==> src/rtl/ahb_sram_ctrl.sv <==
// ahb_sram_ctrl: AHB-Lite slave bridging to a byte-lane SRAM with 1-cycle read latency.
// Writes land one cycle after their address phase; a read right behind a write costs one wait state.
module ahb_sram_ctrl #(
  parameter int ADDR_WIDTH = 10
) (
  input  logic                  clk,
  input  logic                  rst,
  input  logic                  HSEL,
  input  logic [31:0]           HADDR,
  input  logic [1:0]            HTRANS,
  input  logic                  HWRITE,
  input  logic [2:0]            HSIZE,
  input  logic [31:0]           HWDATA,
  input  logic                  HREADY,
  output logic [31:0]           HRDATA,
  output logic                  HREADYOUT,
  output logic                  HRESP,
  output logic [3:0]            ram_enb,
  output logic [3:0]            ram_web,
  output logic [ADDR_WIDTH-1:0] ram_addr,
  output logic [31:0]           ram_din,
  input  logic [31:0]           ram_dout
);
  typedef enum logic [2:0] {IDLE, READ, WRITE, WR_STALL, ERR1, ERR2} state_t;
  state_t state_q, state_d;
  logic [ADDR_WIDTH-1:0] addr_q, addr_d;
  logic [3:0] mask_q, mask_d, lane;
  logic acc, mis, rd_hold, unused;
  assign unused = ^{HTRANS[0], HADDR[31:ADDR_WIDTH+2]};
  assign acc = HSEL & HREADY & HTRANS[1];
  assign mis = HSIZE > 3'd2 || (HSIZE == 3'd1 && HADDR[0]) || (HSIZE == 3'd2 && HADDR[1:0] != 2'b00);
  assign lane = HSIZE == 3'd0 ? 4'b0001 << HADDR[1:0] : HSIZE == 3'd1 ? (HADDR[1] ? 4'b1100 : 4'b0011) : 4'b1111;
  // The RAM port is busy with the write, so a read arriving now must wait a cycle
  assign rd_hold = state_q == WRITE && HSEL && HTRANS[1] && !HWRITE;
  assign HREADYOUT = state_q != ERR1 && !rd_hold;
  assign HRESP = state_q == ERR1 || state_q == ERR2;
  assign HRDATA = ram_dout;
  always_comb begin
    state_d = state_q;
    addr_d = addr_q;
    mask_d = mask_q;
    ram_enb = state_q == WRITE ? mask_q : 4'b0000;
    ram_web = state_q == WRITE ? mask_q : 4'b0000;
    ram_addr = state_q == WRITE ? addr_q : HADDR[ADDR_WIDTH+1:2];
    ram_din = HWDATA;
    if (state_q == ERR1) state_d = ERR2;
    else if (rd_hold) state_d = WR_STALL;
    else if (!acc || rst) state_d = IDLE;
    else if (mis) state_d = ERR1;
    else if (HWRITE) begin
      state_d = WRITE;
      addr_d = HADDR[ADDR_WIDTH+1:2];
      mask_d = lane;
    end else begin
      state_d = READ;
      ram_enb = 4'b1111;
    end
  end
  always_ff @(posedge clk or posedge rst)
    if (rst) begin
      state_q <= IDLE;
      addr_q <= '0;
      mask_q <= '0;
    end else begin
      state_q <= state_d;
      addr_q <= addr_d;
      mask_q <= mask_d;
    end
endmodule

==> config.mk <==
export PLATFORM = sky130hd
export DESIGN_NAME = ahb_sram_ctrl
export DESIGN_NICKNAME = d
export VERILOG_FILES = /design/src/rtl/ahb_sram_ctrl.sv
export SDC_FILE = /design/constraint.sdc
export NUM_CORES = 1
export LEC_CHECK = 0
export ABC_AREA = 1
export CAP_MARGIN = 10
export CORE_AREA = 2 2 75 77
export DETAILED_ROUTE_END_ITERATION = 8
export DIE_AREA = 0 0 77 79
export DONT_BUFFER_PORTS = 1
export PLACE_DENSITY_LB_ADDON = 0.08
export SYNTH_ARGS = -nofsm -noshare
export SYNTH_HDL_FRONTEND = slang
export SYNTH_SLANG_ARGS = --single-unit
==> constraint.sdc <==
create_clock -name clk -period 2.4 [get_ports clk]
set_input_delay 0.36 -clock clk [delete_from_list [all_inputs] [get_ports clk]]
set_output_delay 0.36 -clock clk [all_outputs]
set_load 0.05 [all_outputs]
==> impl_metrics.py <==
metrics = {
    "outcome": {
        "status": "completed",
    },
    "clock_tree": {
        "clk_latency_ns": 0.25,
        "path_clk_slew_ns": 0.07,
        "htree_num_levels": 1,
        "hold_buffers": 0,
        "ctsResizeCount": 0,
        "clock-sinks": 17,
        "clk_path_buf_depth": 2,
        "postCtsSetupBuffers": 0,
        "cts_tree": "built",
        "cts-root-buf": "clkbuf_8",
        "numCtsBuffers": 3,
    },
    "power": {
        "clkPwrFrac": 0.221,
        "p_int_uw": 562,
        "leakage_uw": 0.000618,
        "p_sw_uw": 403,
        "cellPowerDensity_nw_per_um2": 747,
        "power_frac_comb": 0.385,
        "vdd_ir_drop_max_uv": 161,
        "p_seq_frac": 0.395,
        "p_sw_frac": 0.418,
    },
    "timing": {
        "slew_viol_final": 0,
        "setup_violations": 0,
        "final-hold-violation-count": 0,
        "fin_worst_skew_ns": 0.00363,
        "max_slew_margin": 0.773,
        "clock.fmax_mhz": 501,
        "tightestPinTransition_ns": 0.340,
        "timing.final.crit_share": 0.832,
        "rsz0062_at_grt": "no",
        "fin_setup_tns_ns": 0,
        "period_minus_slack_ns": 2.00,
        "timing.hold.ws_ns": 0.0434,
    },
    "yosys": {
        "netlist_instances": 195,
        "yosys_warnings": 0,
        "synth_area_um2": 1590,
        "synth_fp_nets": 301,
        "synth.area.top_cells": "buf_4, dfrtp_1, mux2_2, nand2_1, nand2_2",
        "postSynthAreaPerCell_um2": 8.17,
        "synth.top_cell.area_share": 0.306,
        "ys_seq_area_frac": 0.267,
        "synth.ff_latch_count": 17,
        "synth_cell_types": 22,
        "yosysTopAreaCell": "buf_4",
    },
    "critical_path": {
        "slowest_stage": "dfrtp_1",
        "crit_path_end_kind": "output port",
        "cp-start-kind": "register",
        "critPathKind": "reg -> out",
        "crit_required_ns": 2.04,
        "cpMostUsedCell": "nor2_1",
        "critPathMaxStageDelay_ns": 0.36,
        "cp_data_arrival_time_ns": 1.64,
        "path_max_fanout": 8,
        "path_cells": "inv_1 -> nand3_2 -> nor2_4 -> nor2_1 -> nor2_1 -> nor2_1 -> buf_4",
    },
    "die": {
        "rows": 27,
        "die_x_um": 77,
        "core_area_um2": 5340,
        "die_area_um2": 6080,
        "initial_utilization": 0.299,
        "die_h_um": 79,
        "io-pin-count": 190,
    },
    "global_routing": {
        "grt_max_degree": 18,
        "grt_overflow": 0,
        "antenna_found_initial": 0,
        "grt_pass1_vias": 1012,
        "grtUsageTotal": 0.111,
        "grt_pass1_wl_mm": 5.23,
    },
    "finish": {
        "drive_gt1_frac": 0.373,
        "multi_input_area_um2": 587,
        "mostFrequentLayoutCells": "nand2_1, dfrtp_1, nor2_1",
        "regArea_um2": 425,
        "area_delta_synth_final_pct": -18.8,
        "utilization": 0.242,
        "stdcell_area_um2": 1290,
        "final_common_cell": "nand2_1",
        "final_nets": 249,
        "fill_cells": 617,
        "instances_no_fill": 214,
        "antenna_cells": 0,
    },
    "route": {
        "route.antenna.remaining_nets": 0,
        "drtIter0Drc": 22,
        "viasPerCell": 4.50,
        "wl_per_cell_um": 15.9,
        "routed_wl_mm": 3.41,
        "drt_first_pass_iters": 4,
        "routed-via-count": 964,
        "post-route-drc-count": 0,
    },
    "place": {
        "routabilityCongestion": 0.654,
        "place_area_um2": 1250,
        "port_buffers": 0,
        "place_inst": 210,
        "hpwlAfterDp_mm": 2.68,
    },
    "job": {
        "cap_violations": 0,
    },
    "min_path": {
        "hold_path_class": "in -> async",
    },
}
## routing by layer
| metal | track usage | share of wire | wire length (µm) |
|---|---|---|---|
| met2 | 0.179 | 0.48 | 1630 |
| met1 | 0.119 | 0.37 | 1250 |
| met5 | 0 | 0 | 0 |
| met3 | 0.0670 | 0.14 | 467 |
| met4 | 0.0393 | 0.018 | 63 |
## power groups by stage
stage          clock [µW]  combinational [µW]  sequential, µW
5_1_grt               238                 414             391
6_report              213                 372             381
3_5_place_dp            0                 381             388
2_1_floorplan           0                 612             380
3_3_place_gp            0                 379             386
4_1_cts               231                 383             382
## Yosys cell counts
master / instances
mux2_2: 10
nand2_1: 25
o21ai_0: 8
buf_4: 65
nand4_4: 1
nand3_2: 3
inv_1: 9
nand2_2: 13
nor2_8: 2
nand4_1: 1
nor2_4: 3
buf_2: 2
nor2_2: 1
dfrtp_1: 17
nand3_1: 1
o21ai_1: 10
inv_6: 1
nor2_1: 15
inv_4: 1
a21oi_1: 2
inv_2: 4
buf_12: 1
## flip-flops by register name, indices dropped and copies added (netlist names)
name / count
state_q: 3
addr_q: 10
mask_q: 4
## final timing paths
kind | from | endpoint | slack, ns | cells after the start
hold reg to reg | addr_q[1]$_DFFE_PP0P_ | addr_q[1]$_DFFE_PP0P_ | 0.48 | 2
hold / removal | rst | addr_q[2]$_DFFE_PP0P_ | 0.04 | 2
setup / recovery | state_q[2]$_DFF_PP0_ | ram_enb[1] | 0.40 | 7
max in group asynchronous | rst | addr_q[8]$_DFFE_PP0P_ | 2.16 | 2
setup reg to reg | state_q[1]$_DFF_PP0_ | mask_q[2]$_DFFE_PP0P_ | 0.80 | 7
min in group clk | HADDR[4] | addr_q[2]$_DFFE_PP0P_ | 0.22 | 2
## cell type report
class,instances,area share
clock buffers,4,0.0348
inverters,15,0.0493
flip-flops and latches,17,0.329
repair buffers,11,0.0638
well taps,72,0.0696
multi-input cells,95,0.454
## cells by family after synthesis
kind of cell / share of synthesized area
AND/OR/NAND/NOR: 0.235
buffers and inverters: 0.365
multiplexers: 0.0706
flip-flops: 0.267
AO/OA/AOI/OAI: 0.0628
## critical path: cells and delay by family, from the launching register on
kind	cells	cell delay (ns)
and+or+nand+nor	5	0.76
DFF	1	0.36
buffers and inverters	2	0.27
## per-stage QoR
stage / worst slack (ns) / power, µW
5_1_grt: 0.250 / 1040
3_5_place_dp: 0.569 / 769
3_3_place_gp: 0.581 / 765
2_1_floorplan: -0.214 / 993
4_1_cts: 0.374 / 996
6_report: 0.404 / 966
Power figures use the tool's default switching activity.
